File: src/rtl/affine_scan_pkg.sv
// Shared types for the 2D affine address sequencer.
// Holds default widths, the FSM state and the scan descriptor bundle.
package affine_scan_pkg;

  localparam int ADDR_W_DEF = 32;
  localparam int CNT_W_DEF  = 32;

  typedef enum logic {
    IDLE = 1'b0,
    RUN  = 1'b1
  } state_t;

  typedef struct packed {
    logic [ADDR_W_DEF-1:0] offset;
    logic [ADDR_W_DEF-1:0] x_stride;
    logic [ADDR_W_DEF-1:0] y_stride;
    logic [CNT_W_DEF-1:0]  x_max;
    logic [CNT_W_DEF-1:0]  y_max;
  } scan_cfg_t;

endpackage

File: src/rtl/scan_counter2d.sv
// x/y position counters for one scan job (x fastest).
// Ports: load restarts at (0,0); step advances one beat; x_max/y_max
// are extents; first = column 0, row_end = last column, last = final
// beat of the job; last_nxt = the position after this cycle is final.
module scan_counter2d #(
  parameter int CNT_W = 32
) (
  input  logic             clk,
  input  logic             rst,
  input  logic             load,
  input  logic             step,
  input  logic [CNT_W-1:0] x_max,
  input  logic [CNT_W-1:0] y_max,
  output logic             first,
  output logic             row_end,
  output logic             last,
  output logic             last_nxt
);

  logic [CNT_W-1:0] x_q, x_d;
  logic [CNT_W-1:0] y_q, y_d;
  logic [CNT_W-1:0] x_lim;
  logic [CNT_W-1:0] y_lim;

  assign x_lim   = x_max - CNT_W'(1);
  assign y_lim   = y_max - CNT_W'(1);
  assign first   = (x_q == '0);
  assign row_end = (x_q == x_lim);
  assign last    = row_end && (y_q == y_lim);

  always_comb begin
    x_d = x_q;
    y_d = y_q;
    if (load) begin
      x_d = '0;
      y_d = '0;
    end else if (step) begin
      if (row_end) begin
        x_d = '0;
        y_d = y_q + CNT_W'(1);
      end else begin
        x_d = x_q + CNT_W'(1);
      end
    end
  end

  assign last_nxt = (x_d == x_lim) && (y_d == y_lim);

  always_ff @(posedge clk or posedge rst) begin
    if (rst) begin
      x_q <= '0;
      y_q <= '0;
    end else begin
      x_q <= x_d;
      y_q <= y_d;
    end
  end

endmodule

File: src/rtl/affine_scan_ctrl.sv
// Bounded, flow-controlled 2D affine address sequencer.
// Ports: cfg_* descriptor in (valid/ready), abort, addr/addr_last out
// (valid/ready), done pulse after the final beat, busy while running.
import affine_scan_pkg::*;

module affine_scan_ctrl #(
  parameter int ADDR_W = ADDR_W_DEF,
  parameter int CNT_W  = CNT_W_DEF
) (
  input  logic              clk,
  input  logic              rst,
  input  logic              cfg_valid,
  output logic              cfg_ready,
  input  logic [ADDR_W-1:0] cfg_offset,
  input  logic [ADDR_W-1:0] cfg_x_stride,
  input  logic [ADDR_W-1:0] cfg_y_stride,
  input  logic [CNT_W-1:0]  cfg_x_max,
  input  logic [CNT_W-1:0]  cfg_y_max,
  input  logic              abort,
  output logic              addr_valid,
  input  logic              addr_ready,
  output logic [ADDR_W-1:0] addr,
  output logic              addr_last,
  output logic              done,
  output logic              busy
);

  state_t            state_q, state_d;
  scan_cfg_t         cfg_q, cfg_d, cfg_in;
  logic [ADDR_W-1:0] addr_q, addr_d;
  logic [ADDR_W-1:0] row_base_q, row_base_d;
  logic              addr_valid_q, addr_valid_d;
  logic              addr_last_q, addr_last_d;
  logic              done_q, done_d;

  logic              zero_ext;
  logic              load;
  logic              fire;
  logic              step;
  logic              cnt_first;
  logic              cnt_row_end;
  logic              cnt_last;
  logic              cnt_last_nxt;
  logic [ADDR_W-1:0] x_stride;
  logic [ADDR_W-1:0] y_stride;

  assign cfg_in.offset   = ADDR_W_DEF'(cfg_offset);
  assign cfg_in.x_stride = ADDR_W_DEF'(cfg_x_stride);
  assign cfg_in.y_stride = ADDR_W_DEF'(cfg_y_stride);
  assign cfg_in.x_max    = CNT_W_DEF'(cfg_x_max);
  assign cfg_in.y_max    = CNT_W_DEF'(cfg_y_max);

  assign cfg_ready = (state_q == IDLE);
  assign busy      = (state_q == RUN);

  assign zero_ext = (cfg_x_max == '0) || (cfg_y_max == '0);
  assign load     = cfg_ready && cfg_valid && !zero_ext;
  assign fire     = busy && addr_valid_q && addr_ready;
  // Abort swallows the beat, so the counters need not move.
  assign step     = fire && !abort && !cnt_last;

  // Descriptor view: fresh inputs while loading, latched copy otherwise.
  always_comb begin
    cfg_d = cfg_q;
    if (cfg_ready && cfg_valid) begin
      cfg_d = cfg_in;
    end
  end

  assign x_stride = ADDR_W'(cfg_q.x_stride);
  assign y_stride = ADDR_W'(cfg_q.y_stride);

  scan_counter2d #(
    .CNT_W (CNT_W)
  ) u_cnt (
    .clk      (clk),
    .rst      (rst),
    .load     (load),
    .step     (step),
    .x_max    (CNT_W'(cfg_d.x_max)),
    .y_max    (CNT_W'(cfg_d.y_max)),
    .first    (cnt_first),
    .row_end  (cnt_row_end),
    .last     (cnt_last),
    .last_nxt (cnt_last_nxt)
  );

  always_comb begin
    state_d      = state_q;
    addr_d       = addr_q;
    row_base_d   = row_base_q;
    addr_valid_d = addr_valid_q;
    addr_last_d  = addr_last_q;
    done_d       = 1'b0;
    unique case (state_q)
      IDLE: begin
        if (cfg_valid) begin
          if (zero_ext) begin
            done_d = 1'b1;
          end else begin
            state_d      = RUN;
            addr_d       = ADDR_W'(cfg_d.offset);
            row_base_d   = ADDR_W'(cfg_d.offset);
            addr_valid_d = 1'b1;
            addr_last_d  = cnt_last_nxt;
          end
        end
      end
      RUN: begin
        if (abort) begin
          state_d      = IDLE;
          addr_valid_d = 1'b0;
          addr_last_d  = 1'b0;
        end else if (fire) begin
          if (cnt_last) begin
            state_d      = IDLE;
            addr_valid_d = 1'b0;
            addr_last_d  = 1'b0;
            done_d       = 1'b1;
          end else if (cnt_row_end) begin
            addr_d      = row_base_q + y_stride;
            row_base_d  = row_base_q + y_stride;
            addr_last_d = cnt_last_nxt;
          end else begin
            addr_d      = addr_q + x_stride;
            // Column 0 of a row is its base; keeps row_base in step.
            if (cnt_first) begin
              row_base_d = addr_q;
            end
            addr_last_d = cnt_last_nxt;
          end
        end
      end
    endcase
  end

  always_ff @(posedge clk or posedge rst) begin
    if (rst) begin
      state_q      <= IDLE;
      cfg_q        <= '0;
      addr_q       <= '0;
      row_base_q   <= '0;
      addr_valid_q <= 1'b0;
      addr_last_q  <= 1'b0;
      done_q       <= 1'b0;
    end else begin
      state_q      <= state_d;
      cfg_q        <= cfg_d;
      addr_q       <= addr_d;
      row_base_q   <= row_base_d;
      addr_valid_q <= addr_valid_d;
      addr_last_q  <= addr_last_d;
      done_q       <= done_d;
    end
  end

  assign addr       = addr_q;
  assign addr_valid = addr_valid_q;
  assign addr_last  = addr_last_q;
  assign done       = done_q;

endmodule

File: config.mk
export PLATFORM = sky130hd
export DESIGN_NAME = affine_scan_ctrl
export DESIGN_NICKNAME = d
export VERILOG_FILES = /design/src/rtl/affine_scan_pkg.sv /design/src/rtl/scan_counter2d.sv /design/src/rtl/affine_scan_ctrl.sv
export SDC_FILE = /design/constraint.sdc
export NUM_CORES = 1
export LEC_CHECK = 0
export ABC_AREA = 1
export CAP_MARGIN = 40
export CORE_MARGIN = 3
export CORE_UTILIZATION = 35
export CTS_CLUSTER_DIAMETER = 150
export DETAILED_ROUTE_END_ITERATION = 12
export GPL_ROUTABILITY_DRIVEN = 0
export PLACE_DENSITY = 0.49
export SYNTH_ARGS = -nofsm -noshare
export SYNTH_HDL_FRONTEND = slang
export SYNTH_SLANG_ARGS = --single-unit
export TNS_END_PERCENT = 20
File: constraint.sdc
create_clock -name clk -period 13.8 [get_ports clk]
set_input_delay 2.76 -clock clk [delete_from_list [all_inputs] [get_ports clk]]
set_output_delay 2.76 -clock clk [all_outputs]
set_load 0.01 [all_outputs]
==> impl_metrics.prom <==
# TYPE chip_impl_metric gauge
chip_impl_metric{name="core_box_area",unit="µm²"} 67900
chip_impl_metric{name="drt_drc_violations_left",unit=""} 0
chip_impl_metric{name="tightest_slew",unit="ns"} 0.879
chip_impl_metric{name="regToRegSetupSlack",unit="ns"} 6.39
chip_impl_metric{name="arrival",unit="ns"} 9.24
chip_impl_metric{name="r2r.worst_path.cells",unit=""} 24
chip_impl_metric{name="syn_avg_cell_area",unit="µm²"} 6.14
chip_impl_metric{name="fp.dieH",unit="µm"} 269
chip_impl_metric{name="synth_seq_cells",unit=""} 292
chip_impl_metric{name="holdBufCountCts",unit=""} 0
chip_impl_metric{name="synth-async-reset-ratio",unit=""} 1.00
chip_impl_metric{name="critical_path.max_stage_delay",unit="ns"} 0.72
chip_impl_info{name="end_kind",value="flop"} 1
chip_impl_metric{name="rows",unit=""} 95
chip_impl_metric{name="number_of_nets_with_antenna_violations_after_routing",unit=""} 0
chip_impl_metric{name="syn2layout_area_growth",unit="%"} 16.8
chip_impl_metric{name="detailedRoute.firstIterationViolations",unit=""} 1932
chip_impl_metric{name="timing_max_transition_violations_final",unit=""} 0
chip_impl_info{name="clock-root-buffer",value="sky130_fd_sc_hd__clkbuf_16"} 1
chip_impl_metric{name="clockBufferDepth",unit=""} 3
chip_impl_metric{name="io_buffer_count",unit=""} 201
chip_impl_info{name="rsz0062_at_grt",value="false"} 1
chip_impl_metric{name="grt_util_all_layers",unit=""} 0.249
chip_impl_metric{name="route.detailed.vias_per_inst",unit=""} 4.99
chip_impl_metric{name="layout-drive-gt1-share",unit=""} 0.0466
chip_impl_metric{name="worst_ep_required_time",unit="ns"} 14.24
chip_impl_metric{name="diode_insertion_count_for_antenna_repair",unit=""} 0
chip_impl_metric{name="postSynthCellCount",unit=""} 3941
chip_impl_metric{name="power_frac_comb",unit=""} 0.495
chip_impl_info{name="startpoint_type",value="primary input"} 1
chip_impl_metric{name="whs_path_depth",unit=""} 2
chip_impl_metric{name="hpwlAfterDp",unit="µm"} 70300
chip_impl_metric{name="switching_power",unit="mW"} 2.10
chip_impl_metric{name="maximum_capacitance_violations",unit=""} 0
chip_impl_metric{name="vdd_ir_drop_max",unit="V"} 0.0000861
chip_impl_metric{name="fp.dieW",unit="µm"} 269
chip_impl_info{name="min_path_type",value="reg -> reg"} 1
chip_impl_metric{name="grt_first_pass_wirelength",unit="µm"} 140000
chip_impl_metric{name="yosysUniqueCellTypes",unit=""} 52
chip_impl_metric{name="relSlewSlack",unit=""} 0.408
chip_impl_info{name="tritoncts",value="done"} 1
chip_impl_metric{name="grt_start_max_net_pins",unit=""} 134
chip_impl_metric{name="cts.sinks",unit=""} 292
chip_impl_metric{name="final.setup.tns",unit="ns"} 0
chip_impl_info{name="hold_start",value="cfg_q[146]"} 1
chip_impl_info{name="hold-path-endpoint",value="cfg_q[146]"} 1
chip_impl_metric{name="intPower",unit="mW"} 2.51
chip_impl_metric{name="switching_share",unit=""} 0.456
chip_impl_metric{name="clk_pin_slew",unit="ns"} 0.06
chip_impl_metric{name="timing.final.hold_violations",unit=""} 0
chip_impl_metric{name="clkLatencyLatePin",unit="ns"} 0.59
chip_impl_metric{name="yosysWarnings",unit=""} 0
chip_impl_info{name="worst_path_most_repeated_cell",value="sky130_fd_sc_hd__nand3_1"} 1
chip_impl_info{name="outcome",value="finished, final reports clean"} 1
chip_impl_metric{name="die_area",unit="µm²"} 72300
chip_impl_info{name="synth_top_flop_cell",value="sky130_fd_sc_hd__dfrtp_1"} 1
chip_impl_info{name="slowest_stage",value="sky130_fd_sc_hd__nand2_4"} 1
chip_impl_info{name="regToRegStartpoint",value="busy"} 1
chip_impl_metric{name="initial_utilization",unit=""} 0.356
chip_impl_metric{name="cp_max_fo",unit=""} 133
chip_impl_metric{name="h-tree-depth",unit=""} 2
chip_impl_metric{name="detailedRoute.firstPassIterationCount",unit=""} 9
chip_impl_metric{name="grt_antenna_before_repair",unit=""} 2
chip_impl_metric{name="p_per_area",unit="nW/µm²"} 163
chip_impl_metric{name="io_pins",unit=""} 202
chip_impl_metric{name="postCtsResizedCells",unit=""} 0
chip_impl_metric{name="post_route_fraction_of_the_period_consumed_by_the_critical_path",unit=""} 0.637
chip_impl_info{name="rr_endpoint",value="row_base_q[0]"} 1
chip_impl_metric{name="syn-num-nets",unit=""} 4175
chip_impl_metric{name="power.sequential.fraction",unit=""} 0.278
chip_impl_info{name="timing.setup.critical_path_class",value="in -> reg"} 1
chip_impl_metric{name="synth.cell_area",unit="µm²"} 24200
chip_impl_metric{name="fmax",unit="MHz"} 114
chip_impl_metric{name="synth_enable_flop_cells",unit=""} 0
chip_impl_metric{name="nets",unit=""} 4321
chip_impl_info{name="layout_commonest_cell",value="sky130_fd_sc_hd__nand2_1"} 1
chip_impl_info{name="most-common-layout-cells",value="1545 x sky130_fd_sc_hd__nand2_1, 448 x sky130_fd_sc_hd__inv_1, 384 x sky130_fd_sc_hd__nor2_1, 365 x sky130_fd_sc_hd__nand3_1, 291 x sky130_fd_sc_hd__dfrtp_1"} 1
chip_impl_metric{name="leakage",unit="nW"} 14.4
chip_impl_metric{name="inserted_clock_buffers",unit=""} 40
chip_impl_metric{name="drt-total-wl",unit="µm"} 90400
chip_impl_metric{name="setup_violations",unit=""} 0
chip_impl_metric{name="cts.repair_timing.setup_buffer_count",unit=""} 0
chip_impl_metric{name="final.min_clock_period",unit="ns"} 8.80
chip_impl_metric{name="routed-via-count",unit=""} 25200
chip_impl_metric{name="grt_pass1_vias",unit=""} 24400
chip_impl_metric{name="post_drt_wl_per_cell",unit="µm"} 17.9
chip_impl_metric{name="timing.hold.ws",unit="ns"} 0.481
chip_impl_metric{name="clkPwrFrac",unit=""} 0.227
chip_impl_metric{name="finClkSkew",unit="ns"} 0.0163
chip_impl_metric{name="grt_remaining_overflow",unit=""} 0
chip_impl_metric{name="part_of_the_yosys_area_used_for_sequential_elements",unit=""} 0.302
==> power by group through the flow <==
| stage | Clock [mW] | Sequential (mW) | Combinational [mW] |
|---|---|---|---|
| 2_1_floorplan | 0 | 1.22 | 1.61 |
| 3_5_place_dp | 0 | 1.29 | 2.26 |
| 3_3_place_gp | 0 | 1.29 | 2.27 |
| 4_1_cts | 1.08 | 1.28 | 2.28 |
| 6_report | 1.05 | 1.28 | 2.28 |
| 5_1_grt | 1.12 | 1.31 | 2.60 |
==> critical path: cells and delay by family <==
family	cells	cell delay, ns
AO/OA/AOI/OAI	3	0.46
buffers and inverters	5	1.39
adder cells (fa/ha/maj)	1	0.23
AND/OR/NAND/NOR	16	4.32
==> Yosys cell counts, types with 7 or more instances <==
library cell,n,area share
sky130_fd_sc_hd__dfrtp_1,292,0.30
sky130_fd_sc_hd__nand4_1,83,0.021
sky130_fd_sc_hd__nand3_2,11,0.0046
sky130_fd_sc_hd__ha_1,67,0.035
sky130_fd_sc_hd__o21ai_1,18,0.0037
sky130_fd_sc_hd__buf_1,8,0.0012
sky130_fd_sc_hd__inv_2,12,0.0019
sky130_fd_sc_hd__nor2_2,22,0.0057
sky130_fd_sc_hd__nor2_4,14,0.0065
sky130_fd_sc_hd__or2_2,11,0.0028
sky130_fd_sc_hd__nand3_1,366,0.076
sky130_fd_sc_hd__nand3b_1,21,0.0065
sky130_fd_sc_hd__buf_2,26,0.0054
sky130_fd_sc_hd__o21ai_0,109,0.023
sky130_fd_sc_hd__inv_1,449,0.070
sky130_fd_sc_hd__buf_4,7,0.0022
sky130_fd_sc_hd__nor2_1,385,0.060
sky130_fd_sc_hd__buf_6,16,0.0074
sky130_fd_sc_hd__xnor2_1,18,0.0065
sky130_fd_sc_hd__nand2_1,1546,0.24
sky130_fd_sc_hd__clkbuf_1,57,0.0088
sky130_fd_sc_hd__nand2_2,22,0.0057
sky130_fd_sc_hd__a31oi_1,70,0.018
sky130_fd_sc_hd__a21oi_1,87,0.018
sky130_fd_sc_hd__nor4_1,29,0.0075
sky130_fd_sc_hd__xor2_1,82,0.030
sky130_fd_sc_hd__nor3_1,53,0.011
==> layer usage <==
| metal | up-vias | GRT usage | part of all wire | wire (µm) |
|---|---|---|---|---|
| met5 | - | 0 | 0.00029 | 26 |
| met4 | 4 | 0.0627 | 0.024 | 2200 |
| met3 | 118 | 0.0469 | 0.066 | 5930 |
| met2 | 727 | 0.378 | 0.42 | 38200 |
| met1 | 11400 | 0.364 | 0.49 | 44100 |
| li1 | 12900 | - | - | - |
==> stage by stage <==
stage | cells | utilization | total power [mW] | setup WS (ns) | instance area, µm²
2_1_floorplan | 3941 | - | 2.83 | 2.98 | 24200
3_3_place_gp | 4964 | 0.396 | 3.56 | 4.42 | 26900
3_5_place_dp | 4966 | 0.397 | 3.56 | 4.36 | 26900
4_1_cts | 5039 | 0.417 | 4.63 | 4.99 | 28300
5_1_grt | 5039 | 0.417 | 5.03 | 4.36 | 28300
6_report | 5039 | 0.417 | 4.61 | 5.00 | 28300
==> state kept, by name, indices dropped and copies added, names as in the netlist <==
signal / flops
u_cnt.x_q: 32
u_cnt.y_q: 32
addr_valid: 1
cfg_q: 96
x_stride: 32
addr: 32
y_stride: 32
busy: 1
row_base_q: 32
done: 1
addr_last: 1
==> kinds of logic (layout without fill, tap and decap cells) <==
logic type	after synthesis	after routing	synth area share
simple gates	2572	2572	0.450
mux	4	4	0.00165
fa+ha+maj	69	69	0.0363
buf+inv	583	760	0.0986
xor+xnor	101	101	0.0372
flops	292	292	0.302
compound gates	320	320	0.0743
==> worst max-delay path by stage <==
stage | startpoint | end | slack (ns) | cells past startpoint
3_5_place_dp | cfg_valid | row_base_q[0] | 4.36 | 25
4_1_cts | cfg_valid | row_base_q[27] | 4.99 | 25
2_1_floorplan | rst | addr[0] | 2.98 | 1
5_1_grt | cfg_valid | row_base_q[10] | 4.36 | 25
3_3_place_gp | cfg_valid | row_base_q[0] | 4.42 | 25
6_report | cfg_valid | row_base_q[0] | 5.00 | 25
==> cell type report <==
| cell class | instances | area, µm² |
|---|---|---|
| Tap cell | 921 | 1150 |
| Sequential cell | 292 | 7310 |
| Clock inverter | 19 | 219 |
| Timing Repair Buffer | 219 | 2180 |
| Fill cell | 7441 | 39600 |
| Multi-Input combinational cell | 3066 | 14500 |
| Clock buffer | 54 | 1100 |
| Inverter | 468 | 1770 |
No activity file was read; power rests on OpenSTA's default activity.
